<file path="src/rtl/decode_imm_queue.sv">
// Fetch-to-decode instruction queue. Each entry is classified at enqueue into
// the immediate-type code used by the sign-extender, plus an illegal-opcode flag.
module decode_imm_queue #(
    parameter int DEPTH = 4,
    parameter int PC_W  = 32
) (
    input  logic                     i_clk,
    input  logic                     i_rst_n,
    input  logic                     i_valid,
    output logic                     o_ready,
    input  logic [31:0]              i_instr,
    input  logic [PC_W-1:0]          i_pc,
    input  logic                     i_flush,
    output logic                     o_valid,
    input  logic                     i_ready,
    output logic [31:0]              o_instr,
    output logic [PC_W-1:0]          o_pc,
    output logic [2:0]               o_imm_type,
    output logic                     o_illegal,
    output logic [$clog2(DEPTH):0]   o_count
);

    localparam int AW = $clog2(DEPTH);
    localparam int CW = AW + 1;
    localparam logic [CW-1:0] FULL_CNT = CW'(DEPTH);

    localparam logic [2:0] TYPE_RT   = 3'd0;
    localparam logic [2:0] TYPE_IT   = 3'd1;
    localparam logic [2:0] TYPE_ST   = 3'd2;
    localparam logic [2:0] TYPE_BT   = 3'd3;
    localparam logic [2:0] TYPE_JT   = 3'd4;
    localparam logic [2:0] TYPE_UT   = 3'd5;
    localparam logic [2:0] TYPE_NONE = 3'd7;

    // Returns {illegal, type}; unknown opcodes (including compressed forms) are illegal.
    function automatic logic [3:0] classify(input logic [6:0] opc);
        logic [3:0] res;
        case (opc)
            7'b0110011: res = {1'b0, TYPE_RT};
            7'b0010011,
            7'b0000011,
            7'b1100111,
            7'b1110011: res = {1'b0, TYPE_IT};
            7'b0100011: res = {1'b0, TYPE_ST};
            7'b1100011: res = {1'b0, TYPE_BT};
            7'b1101111: res = {1'b0, TYPE_JT};
            7'b0110111,
            7'b0010111: res = {1'b0, TYPE_UT};
            default:    res = {1'b1, TYPE_NONE};
        endcase
        return res;
    endfunction

    logic [31:0]     instr_mem_r   [DEPTH];
    logic [PC_W-1:0] pc_mem_r      [DEPTH];
    logic [2:0]      type_mem_r    [DEPTH];
    logic            illegal_mem_r [DEPTH];

    logic [AW-1:0] wr_ptr_r;
    logic [AW-1:0] rd_ptr_r;
    logic [CW-1:0] count_r;

    logic       enq_s;
    logic       deq_s;
    logic [3:0] class_s;

    assign o_ready = (count_r != FULL_CNT);
    assign o_valid = (count_r != {CW{1'b0}});
    assign o_count = count_r;
    assign enq_s   = i_valid && o_ready && !i_flush;
    assign deq_s   = o_valid && i_ready && !i_flush;
    assign class_s = classify(i_instr[6:0]);

    // Entry storage; contents are deliberately not reset or flushed.
    always_ff @(posedge i_clk) begin
        if (enq_s) begin
            instr_mem_r[wr_ptr_r]   <= i_instr;
            pc_mem_r[wr_ptr_r]      <= i_pc;
            type_mem_r[wr_ptr_r]    <= class_s[2:0];
            illegal_mem_r[wr_ptr_r] <= class_s[3];
        end
    end

    // Pointer and occupancy bookkeeping; flush wins over any transfer.
    always_ff @(posedge i_clk or negedge i_rst_n) begin
        if (!i_rst_n) begin
            wr_ptr_r <= {AW{1'b0}};
            rd_ptr_r <= {AW{1'b0}};
            count_r  <= {CW{1'b0}};
        end else if (i_flush) begin
            wr_ptr_r <= {AW{1'b0}};
            rd_ptr_r <= {AW{1'b0}};
            count_r  <= {CW{1'b0}};
        end else begin
            if (enq_s) begin
                wr_ptr_r <= wr_ptr_r + AW'(1);
            end
            if (deq_s) begin
                rd_ptr_r <= rd_ptr_r + AW'(1);
            end
            case ({enq_s, deq_s})
                2'b10:   count_r <= count_r + CW'(1);
                2'b01:   count_r <= count_r - CW'(1);
                default: count_r <= count_r;
            endcase
        end
    end

    // Head presentation, forced to neutral values when the queue is empty.
    always_comb begin
        o_instr    = 32'd0;
        o_pc       = {PC_W{1'b0}};
        o_imm_type = TYPE_NONE;
        o_illegal  = 1'b0;
        if (o_valid) begin
            o_instr    = instr_mem_r[rd_ptr_r];
            o_pc       = pc_mem_r[rd_ptr_r];
            o_imm_type = type_mem_r[rd_ptr_r];
            o_illegal  = illegal_mem_r[rd_ptr_r];
        end else begin
            o_instr    = 32'd0;
            o_pc       = {PC_W{1'b0}};
            o_imm_type = TYPE_NONE;
            o_illegal  = 1'b0;
        end
    end

endmodule
</file>
<file path="config.mk">
export PLATFORM = sky130hd
export DESIGN_NAME = decode_imm_queue
export DESIGN_NICKNAME = d
export VERILOG_FILES = /design/src/rtl/decode_imm_queue.sv
export SDC_FILE = /design/constraint.sdc
export NUM_CORES = 1
export LEC_CHECK = 0
export BUFFER_PORTS_ARGS = -buffer_cell sky130_fd_sc_hd__buf_2
export CAP_MARGIN = 15
export CORE_MARGIN = 8
export CORE_UTILIZATION = 31
export DETAILED_ROUTE_END_ITERATION = 10
export SLEW_MARGIN = 15
export SYNTH_ARGS = -nofsm -noshare
export SYNTH_HDL_FRONTEND = slang
export SYNTH_SLANG_ARGS = --single-unit
</file>
<file path="constraint.sdc">
create_clock -name i_clk -period 4.95 [get_ports i_clk]
set_clock_uncertainty 0.2 [all_clocks]
set_input_delay 1.485 -clock i_clk [delete_from_list [all_inputs] [get_ports i_clk]]
set_output_delay 1.485 -clock i_clk [all_outputs]
set_load 0.02 [all_outputs]
</file>
==> run summary, run 1 <==
status: finished clean
Setup Buffers After CTS: 0
fraction of synthesized cell area taken by the top area cell type: 73.2%
Final GP Congestion: 0.692
largest fanout on the critical path: 31
Synth area leaders: sky130_fd_sc_hd__edfxtp_1 (73%), sky130_fd_sc_hd__mux4_1 (13%), sky130_fd_sc_hd__and2_1 (3.9%)
final design instance area without fill: 0.0134 mm^2
CP bufs+invs: 2
library cell occupying the most area in the post-synthesis netlist: sky130_fd_sc_hd__edfxtp_1
slowest cell on the critical path: sky130_fd_sc_hd__dfrtp_4
PortBufs: 141
crit share post-route: 87.5%
clock tree from TritonCTS: yes
Async SR Flop Fraction: 2.51%
y dimension of the die: 206 um
initial antenna violation count: 3
slew at the pin with the worst max-slew slack: 0.782 ns
Critical Path RT: 3.26 ns
Root Buffer Master: sky130_fd_sc_hd__clkbuf_16
die footprint: 0.0423 mm^2
Setup-failing EPs final: 0
top routing layer used: met5
insertion delay of the later-clocked pin in the worst-skew pair: 0.54 ns
routed wl met3: 1490 um
area added between synthesis and finish: 20.4%
Worst Hold Class: reg -> reg
total via count in the routed design: 5,397
global-route usage over all layers: 10.8%
share of synthesized area spent on multiplexers: 15.6%
sequential element share of the synthesized area: 74.7%
distinct cell type count after synthesis: 43
M1 wire length: 10,100 um
Setup CP Type: reg -> out
most common flop cell mapped by yosys: sky130_fd_sc_hd__edfxtp_1
first-pass iteration count of the detailed router: 4
largest net degree at the start of global routing: 49
Highest Clock Rate: 0.231 GHz
Leak: 4.65 nW
shortest clock period the worst path allows after layout: 4.33 ns
kind of start point of the critical path: flop
Top delay family on crit path: flip-flops
WP data arrival: 2.65 ns
Routed wire per std cell: 19.9 um
die width: 206 um
leftover overflow at the end of global routing: 0
peak supply drop: 0.307 mV
CORE AREA: 0.0355 mm^2
delay contributed by the slowest stage of the critical path: 0.83 ns
TritonCTS buffer count: 30
Via density: 4.66
largest family of logic cells by synthesized area: multiplexers
length of routed met2 wiring: 10,900 um
post-route antenna net violation count: 0
summed negative setup slack over all endpoints: 0 ns
simple logic cell fraction of the synthesized area: 5.51%
iteration-0 DRC count of the detailed router: 199
unrepaired setup endpoints after global routing: no
post-cts gate resize count: 0
num ports: 142
DRC violation count after routing: 0
buffers from clock root to sink, at most: 3
gate count of the mapped netlist: 513
adder-cell area share of the yosys netlist: 0.628%
number of max-cap violations: 0
NumNets Final: 744
Post-Syn Nets: 587
half-perimeter wire length after placement: 14,000 um
Mapped Avg Cell Area: 21.8 um^2
synthesized flop and latch total: 279
clock tree sinks: 279
total wirelength of the detailed-routed design: 23,000 um
count of flip-flops with a built-in enable after synthesis: 272
global-route wire length before repair: 34,900 um
slew margin rel.: 47.8%
area after detailed placement: 0.0124 mm^2
final hold viol count: 0
row count: 69
synthesized-area fraction occupied by xor and xnor cells: 0.314%
most frequent cells in the layout: sky130_fd_sc_hd__edfxtp_1 (272), sky130_fd_sc_hd__buf_2 (141), sky130_fd_sc_hd__and2_1 (65)
synthesized-area fraction occupied by ao, oa, aoi and oai cells: 1.24%
kind of capture point of the worst setup path: output port
clock transition time at the flip-flop clock pins of the worst setup and hold paths: 0.05 ns
number of buffers inserted by hold repair at cts: 0
H-tree levels: 1
number of global-route vias before repair: 5,760
most common library cell in the layout ignoring fill and taps: sky130_fd_sc_hd__edfxtp_1
number of warning messages in the yosys log: 0
mapped cell area: 0.0112 mm^2
share of layout cells above drive strength 1: 30.9%
Power Dens Cells: 431 mW/mm^2
Slew Viols, Final: 0
critical path cell sequence: buf_4 > mux4_1 > and2_1 > buf_2
Initial Utilization: 31.5%
metal layers:
layer / global-route usage (%) / vias to the layer above
met1: 14.0 / 2777
met4: 3.24 / 4
met3: 2.74 / 36
met2: 17.7 / 133
met5: 0 / -
li1: - / 2447
path summary, 6_finish.rpt:
check | endpoint | depth (start not counted) | slack, ns | startpoint
worst max-delay path | o_pc[20] | 4 | 0.62 | rd_ptr_r[0]
worst min-delay path | wr_ptr_r[1] | 2 | 0.38 | wr_ptr_r[1]
worst max register to register | instr_mem_r[2][17] | 4 | 2.33 | o_count[2]
worst min register to register | wr_ptr_r[1] | 2 | 0.38 | wr_ptr_r[1]
max in group asynchronous | rd_ptr_r[1] | 1 | 3.80 | i_rst_n
min in group asynchronous | o_count[2] | 1 | 0.56 | i_rst_n
stage by stage:
step | utilization [%] | setup slack (ns) | total power, mW | cells | hold slack (ns)
2_1_floorplan | - | 0.753 | 3.32 | 513 | 0.343
3_5_place_dp | 35.0 | 1.15 | 3.62 | 1099 | 0.368
3_3_place_gp | 35.0 | 1.18 | 3.61 | 1099 | 0.367
5_1_grt | 37.9 | 0.483 | 6.03 | 1155 | 0.421
6_report | 37.9 | 0.618 | 5.79 | 1157 | 0.380
4_1_cts | 37.8 | 0.527 | 5.90 | 1154 | 0.376
state kept, by name (all words and copies together), names as in the netlist:
register,count
illegal_mem_r,4
rd_ptr_r,2
o_count,3
wr_ptr_r,2
pc_mem_r,128
type_mem_r,12
instr_mem_r,128
final cells by class:
type | instances | area (um^2)
fillers | 3227 | 22000
flip-flops and latches | 279 | 8350
multi-input cells | 200 | 2620
repair buffers | 152 | 863
clock buffers | 37 | 798
well taps | 461 | 577
clock inverters | 18 | 199
inverters | 7 | 26.3
diodes | 3 | 7.51
cells in the mapped netlist, types with 4 or more instances:
master and count:
sky130_fd_sc_hd__clkbuf_1 10, sky130_fd_sc_hd__buf_6 8, sky130_fd_sc_hd__or2_1 4, sky130_fd_sc_hd__nand3_1 4
sky130_fd_sc_hd__and2_1 69, sky130_fd_sc_hd__edfxtp_1 272, sky130_fd_sc_hd__buf_2 4, sky130_fd_sc_hd__mux4_2 11
sky130_fd_sc_hd__dfrtp_1 7, sky130_fd_sc_hd__inv_1 6, sky130_fd_sc_hd__nor2_1 8, sky130_fd_sc_hd__ha_1 4
sky130_fd_sc_hd__mux4_1 57, sky130_fd_sc_hd__a21oi_1 4, sky130_fd_sc_hd__nand2_1 5
where the power goes:
| group | total [mW] | internal (mW) | switching (mW) |
|---|---|---|---|
| Sequential | 2.74 | 2.68 | 0.0581 |
| Clock | 2.24 | 1.35 | 0.887 |
| Combinational | 0.807 | 0.341 | 0.466 |
| Total | 5.79 | 4.37 | 1.41 |
worst reg2reg max path: cells and delay by family, from the launching register on:
| family | cells | cell delay [ns] |
|---|---|---|
| flip-flops | 1 | 0.50 |
| AND/OR/NAND/NOR | 3 | 1.21 |
| buffers and inverters | 1 | 0.40 |
cell families (layout without fill, tap and decap cells):
logic type	Yosys count	count (layout)
flip-flops	279	279
AND/OR/NAND/NOR	103	103
multiplexers	68	68
buffers and inverters	34	214
AO/OA/AOI/OAI	20	20
adder cells (fa/ha/maj)	5	5
XOR/XNOR	4	4
other	0	3
Power figures use the tool's default switching activity.
==> run 2: changes to the inputs <==
--- a/config.mk
+++ b/config.mk
@@ -8,4 +8,5 @@
 export BUFFER_PORTS_ARGS = -buffer_cell sky130_fd_sc_hd__buf_2
 export CAP_MARGIN = 15
+export CORE_ASPECT_RATIO = 0.6
 export CORE_MARGIN = 8
 export CORE_UTILIZATION = 31
--- a/constraint.sdc
+++ b/constraint.sdc
@@ -3,3 +3,3 @@
 set_input_delay 1.485 -clock i_clk [delete_from_list [all_inputs] [get_ports i_clk]]
 set_output_delay 1.485 -clock i_clk [all_outputs]
-set_load 0.02 [all_outputs]
+set_load 0.05 [all_outputs]
==> run 2 against run 1 <==
  * Sequential share of layout area decreased by 0.44 points
  * Non-clock buffer count increased by 1
  * Sequential cell count unchanged
  * Final cell count about the same
  * First-iteration DRC count increased by 63%
  * Highest routed layer unchanged
==> run summary, run 2 (same netlist as run 1, synthesis figures left out) <==
worst hold slack: 0.383 ns (+0.00369 ns)
final design utilization: 38.4% (+0.56 points)
share of layout cells above drive strength 1: 32.0% (+1.1 points)
critical path cell sequence: buf_4 > mux4_1 > and2_1 > buf_2
TritonCTS buffer count: 28 (-6.7%)
half-perimeter wire length after placement: 14,800 um (+6.0%)
y dimension of the die: 163 um (-21%)
shortest clock period the worst path allows after layout: 4.43 ns (+0.0966 ns)
final cell count without fillers: 1,158 (+0.086%)
clock tree from TritonCTS: yes
Power Dens Cells: 465 mW/mm^2 (+7.9%)
CORE AREA: 0.0352 mm^2 (-0.76%)
switching power: 1.71 mW (+21%)
biggest regs: instr_mem_r x128, pc_mem_r x128, type_mem_r x12
iteration-0 DRC count of the detailed router: 325 (+63%)
part of the total power dissipated in sequential elements: 43.6% (-3.8 points)
NumNets Final: 743 (-0.13%)
area after detailed placement: 0.0124 mm^2 (about the same)
top routing layer used: met5
post-cts gate resize count: 0 (unchanged)
M1 wire length: 11,100 um (+9.3%)
length of routed met2 wiring: 10,400 um (-4.4%)
PortBufs: 141 (unchanged)
post-route antenna net violation count: 0 (unchanged)
share of total power consumed by net switching: 27.1% (+2.7 points)
initial antenna violation count: 3 (unchanged)
Final GP Congestion: 0.673 (-2.7%)
kind of start point of the critical path: flop
Root Buffer Master: sky130_fd_sc_hd__clkbuf_16
kind of capture point of the worst setup path: output port
number of filler cells placed in the layout: 3,189 (-1.2%)
area added between synthesis and finish: 21.2%
Worst Hold Class: reg -> reg
Routed wire per std cell: 20.1 um (+0.95%)
buffers from clock root to sink, at most: 3 (unchanged)
final hold viol count: 0 (unchanged)
Leak: 4.70 nW (+1.0%)
Initial Utilization: 31.7% (+0.24 points)
unrepaired setup endpoints after global routing: no
die footprint: 0.0425 mm^2 (+0.47%)
Setup Buffers After CTS: 0 (unchanged)
Slew Viols, Final: 0 (unchanged)
largest fanout on the critical path: 34 (+9.7%)
summed negative setup slack over all endpoints: 0 ns (unchanged)
total wirelength of the detailed-routed design: 23,300 um (+1.0%)
H-tree levels: 1 (unchanged)
peak supply drop: 0.271 mV (-12%)
slowest cell on the critical path: sky130_fd_sc_hd__dfrtp_4
internal portion of total power: 4.58 mW (+4.8%)
antenna diode count: 0 (-3)
status: finished clean
global-route usage over all layers: 10.7% (-0.13 points)
Critical Path RT: 3.26 ns (about the same)
Setup CP Type: reg -> out
row count: 53 (-23%)
Top delay family on crit path: flip-flops
most common library cell in the layout ignoring fill and taps: sky130_fd_sc_hd__edfxtp_1
clock transition time at the flip-flop clock pins of the worst setup and hold paths: 0.06 ns (about the same)
most frequent cells in the layout: sky130_fd_sc_hd__edfxtp_1 (272), sky130_fd_sc_hd__buf_2 (141), sky130_fd_sc_hd__and2_1 (65)
global-route wire length before repair: 35,000 um (+0.30%)
number of global-route vias before repair: 5,654 (-1.8%)
part of the power in the clock network: 39.4% (+0.7 points)
Logic pwr share: 17.0% (+3.1 points)
total via count in the routed design: 5,359 (-0.70%)
Highest Clock Rate: 0.226 GHz (-2.2%)
slew margin rel.: 28.3% (-20 points)
CP bufs+invs: 2 (unchanged)
WP data arrival: 2.74 ns (+0.09 ns)
Setup-failing EPs final: 0 (unchanged)
clock tree sinks: 279 (unchanged)
DRC violation count after routing: 0 (unchanged)
delay contributed by the slowest stage of the critical path: 0.86 ns (+0.03 ns)
number of buffers inserted by hold repair at cts: 0 (unchanged)
die width: 261 um (+27%)
Via density: 4.63 (-0.79%)
num ports: 142 (unchanged)
final design instance area without fill: 0.0135 mm^2 (+0.71%)
routed wl met3: 1360 um (-8.6%)
largest net degree at the start of global routing: 45 (-8.2%)
leftover overflow at the end of global routing: 0 (unchanged)
first-pass iteration count of the detailed router: 6 (+2)
insertion delay of the later-clocked pin in the worst-skew pair: 0.54 ns (about the same)
slew at the pin with the worst max-slew slack: 1.06 ns (+0.279 ns)
crit share post-route: 89.5% (+2.0 points)
number of cells in the design after placement: 1,106 (+0.64%)
number of max-cap violations: 0 (unchanged)
run 2: tightest hold or removal path, delay by kind of cell (launching register included):
family	cells	cell delay, ns
AOI/OAI and AO/OA	1	0.06
DFF	1	0.41
and+or+nand+nor	1	0.07
run 2: metal layers:
layer	track usage, %	vias up
met5	0	-
met4	1.95	4
met3	3.08	36
met2	16.9	126
met1	14.8	2751
li1	-	2442
run 2: final timing paths:
path | startpoint | end | slack, ns | depth (start not counted)
setup / recovery | rd_ptr_r[0] | o_pc[4] | 0.52 | 4
hold reg to reg | wr_ptr_r[1] | wr_ptr_r[1] | 0.38 | 2
hold / removal | wr_ptr_r[1] | wr_ptr_r[1] | 0.38 | 2
min in group asynchronous | i_rst_n | rd_ptr_r[0] | 0.58 | 1
setup reg to reg | o_count[0] | pc_mem_r[3][7] | 2.38 | 4
max in group asynchronous | i_rst_n | rd_ptr_r[1] | 3.78 | 1
run 2: power groups by stage:
stage          Sequential, mW  Combinational [mW]  Clock [mW]
2_1_floorplan            2.76               0.833           0
3_3_place_gp             2.80                1.08           0
3_5_place_dp             2.80                1.09           0
4_1_cts                  2.75                1.09        2.55
5_1_grt                  2.75                1.14        2.63
6_report                 2.74                1.07        2.48
run 2: final cells by class:
class | instances | area (um^2) | area share (%)
inverters | 7 | 26.3 | 0.194
flip-flops and latches | 279 | 8350 | 61.7
well taps | 467 | 584 | 4.32
clock inverters | 24 | 397 | 2.93
repair buffers | 153 | 858 | 6.34
multi-input cells | 200 | 2620 | 19.3
clock buffers | 28 | 701 | 5.18
run 2: through the flow:
| stage | setup WS [ns] | power (mW) |
|---|---|---|
| 2_1_floorplan | 0.752 | 3.60 |
| 3_3_place_gp | 1.06 | 3.88 |
| 3_5_place_dp | 1.06 | 3.88 |
| 4_1_cts | 0.448 | 6.39 |
| 5_1_grt | 0.391 | 6.52 |
| 6_report | 0.522 | 6.29 |
==> run 3: changes to the inputs <==
Settings changed: CORE_UTILIZATION 31 to 50, PLACE_DENSITY set to 0.7, SETUP_SLACK_MARGIN set to 0.4.
==> run 3 against run 2 <==
  * Critical path depth unchanged
  * Count of clock-buffer cells in the layout up 8
  * Total power down 10%
  * Worst hold slack better by 0.032 ns
  * Register-to-register slack worse by 0.02 ns
  * Via count up 1.4%
  * Utilization up 20 points
==> run summary, run 3 (same netlist as run 1, synthesis figures left out) <==
final design instance area without fill: 0.0129 mm^2 (-4.8%)
global-route usage over all layers: 15.4% (+4.7 points)
initial antenna violation count: 4 (+1)
largest fanout on the critical path: 26 (-24%)
slowest cell on the critical path: sky130_fd_sc_hd__dfrtp_4
slew at the pin with the worst max-slew slack: 1.09 ns (+0.0261 ns)
kind of capture point of the worst setup path: output port
share of total power consumed by net switching: 28.3% (+1.2 points)
final hold viol count: 0 (unchanged)
Worst Hold Class: reg -> reg
unrepaired setup endpoints after global routing: no
internal portion of total power: 4.04 mW (-12%)
Setup Buffers After CTS: 0 (unchanged)
H-tree levels: 1 (unchanged)
num ports: 142 (unchanged)
iteration-0 DRC count of the detailed router: 314 (-3.4%)
post-route antenna net violation count: 0 (unchanged)
die footprint: 0.0275 mm^2 (-35%)
peak supply drop: 0.262 mV (-3.3%)
total via count in the routed design: 5,433 (+1.4%)
switching power: 1.60 mW (-6.5%)
PortBufs: 141 (unchanged)
Logic pwr share: 18.8% (+1.8 points)
TritonCTS buffer count: 26 (-7.1%)
summed negative setup slack over all endpoints: 0 ns (unchanged)
insertion delay of the later-clocked pin in the worst-skew pair: 0.51 ns (-0.03 ns)
Slew Viols, Final: 0 (unchanged)
post-cts gate resize count: 0 (unchanged)
part of the total power dissipated in sequential elements: 48.6% (+5.0 points)
Routed wire per std cell: 22.4 um (+12%)
CORE AREA: 0.0220 mm^2 (-38%)
Power Dens Cells: 438 mW/mm^2 (-5.9%)
Final GP Congestion: 0.747 (+11%)
status: finished clean
crit share post-route: 88.5% (-0.97 points)
y dimension of the die: 132 um (-19%)
Critical Path RT: 3.26 ns (about the same)
Setup CP Type: reg -> out
CP bufs+invs: 2 (unchanged)
NumNets Final: 734 (-1.2%)
DRC violation count after routing: 0 (unchanged)
Design Power: 5.63 mW (-10%)
clock tree from TritonCTS: yes
shortest clock period the worst path allows after layout: 4.38 ns (-0.0480 ns)
WP data arrival: 2.70 ns (-0.04 ns)
most common library cell in the layout ignoring fill and taps: sky130_fd_sc_hd__edfxtp_1
leftover overflow at the end of global routing: 0 (unchanged)
part of the power in the clock network: 32.5% (-6.9 points)
global-route wire length before repair: 33,600 um (-4.1%)
Via density: 5.63 (+22%)
number of filler cells placed in the layout: 1,632 (-49%)
Setup-failing EPs final: 0 (unchanged)
biggest regs: instr_mem_r x128, pc_mem_r x128, type_mem_r x12
largest net degree at the start of global routing: 70 (+56%)
total wirelength of the detailed-routed design: 21,700 um (-7.0%)
area after detailed placement: 0.0121 mm^2 (-2.7%)
row count: 42 (-21%)
number of buffers inserted by hold repair at cts: 0 (unchanged)
number of global-route vias before repair: 5,952 (+5.3%)
buffers from clock root to sink, at most: 3 (unchanged)
first-pass iteration count of the detailed router: 4 (-2)
Initial Utilization: 50.8% (+19 points)
Root Buffer Master: sky130_fd_sc_hd__clkbuf_16
share of layout cells above drive strength 1: 29.6% (-2.3 points)
Leak: 4.50 nW (-4.2%)
critical path cell sequence: buf_4 > mux4_1 > and2_1 > buf_2
slew margin rel.: 27.5% (-0.84 points)
die width: 209 um (-20%)
Top delay family on crit path: flip-flops
delay contributed by the slowest stage of the critical path: 0.73 ns (-0.13 ns)
most frequent cells in the layout: sky130_fd_sc_hd__edfxtp_1 (272), sky130_fd_sc_hd__buf_2 (141), sky130_fd_sc_hd__and2_1 (65)
kind of start point of the critical path: flop
Highest Clock Rate: 0.228 GHz (+1.1%)
clock transition time at the flip-flop clock pins of the worst setup and hold paths: 0.06 ns (about the same)
number of max-cap violations: 0 (unchanged)
area added between synthesis and finish: 15.4%
half-perimeter wire length after placement: 13,100 um (-12%)
clock tree sinks: 279 (unchanged)
-- run 3: area by class of cell --
type | count | area (um^2) | share of cell area (%)
Antenna cell | 1 | 2.50 | 0.0194
Clock buffer | 36 | 729 | 5.66
Clock inverter | 10 | 52.6 | 0.408
Inverter | 7 | 26.3 | 0.204
Multi-Input combinational cell | 200 | 2620 | 20.3
Sequential cell | 279 | 8350 | 64.8
Tap cell | 286 | 358 | 2.78
Timing Repair Buffer | 146 | 743 | 5.77
-- run 3: path summary, 6_finish.rpt --
| path | start | end | slack [ns] | cells after the start |
|---|---|---|---|---|
| setup / recovery | rd_ptr_r[0] | o_instr[28] | 0.57 | 4 |
| hold / removal | wr_ptr_r[1] | wr_ptr_r[1] | 0.42 | 2 |
| setup reg to reg | o_count[0] | o_count[1] | 2.36 | 6 |
| hold reg to reg | wr_ptr_r[1] | wr_ptr_r[1] | 0.42 | 2 |
| max in group asynchronous | i_rst_n | rd_ptr_r[0] | 3.75 | 1 |
| min in group asynchronous | i_rst_n | o_count[0] | 0.61 | 1 |
-- run 3: per-layer routing --
metal | global-route usage [%] | part of all wire (%) | vias to the layer above
li1 | - | - | 2423
met5 | 0 | 0.15 | -
met3 | 4.13 | 6.5 | 36
met2 | 25.0 | 47 | 172
met1 | 21.1 | 45 | 2796
met4 | 2.96 | 1.5 | 6
-- run 3: power by group through the flow --
stage / registers (mW) / logic [mW] / clock network [mW]
2_1_floorplan: 2.76 / 0.833 / 0
6_report: 2.74 / 1.06 / 1.83
3_3_place_gp: 2.79 / 1.06 / 0
5_1_grt: 2.75 / 1.12 / 1.96
4_1_cts: 2.74 / 1.08 / 1.88
3_5_place_dp: 2.79 / 1.08 / 0
-- run 3: worst register-to-register path, stage by stage, from the launching register on --
cell                        delay (ns)
sky130_fd_sc_hd__dfrtp_1          0.54
sky130_fd_sc_hd__or2_1            0.24
sky130_fd_sc_hd__nor2_4           0.08
sky130_fd_sc_hd__a2111oi_0        0.61
sky130_fd_sc_hd__fa_1             0.55
sky130_fd_sc_hd__a21oi_1          0.17
sky130_fd_sc_hd__nor4_1           0.08
-- run 3: stage by stage --
step | utilization (%) | setup slack [ns] | std cells | hold slack, ns
global route | 58.6 | 0.438 | 965 | 0.436
floorplan | - | 0.752 | 513 | 0.343
finish | 58.6 | 0.570 | 965 | 0.415
global placement | 55.1 | 1.10 | 918 | 0.354
detailed placement | 55.1 | 1.06 | 918 | 0.391
CTS | 58.6 | 0.500 | 964 | 0.409
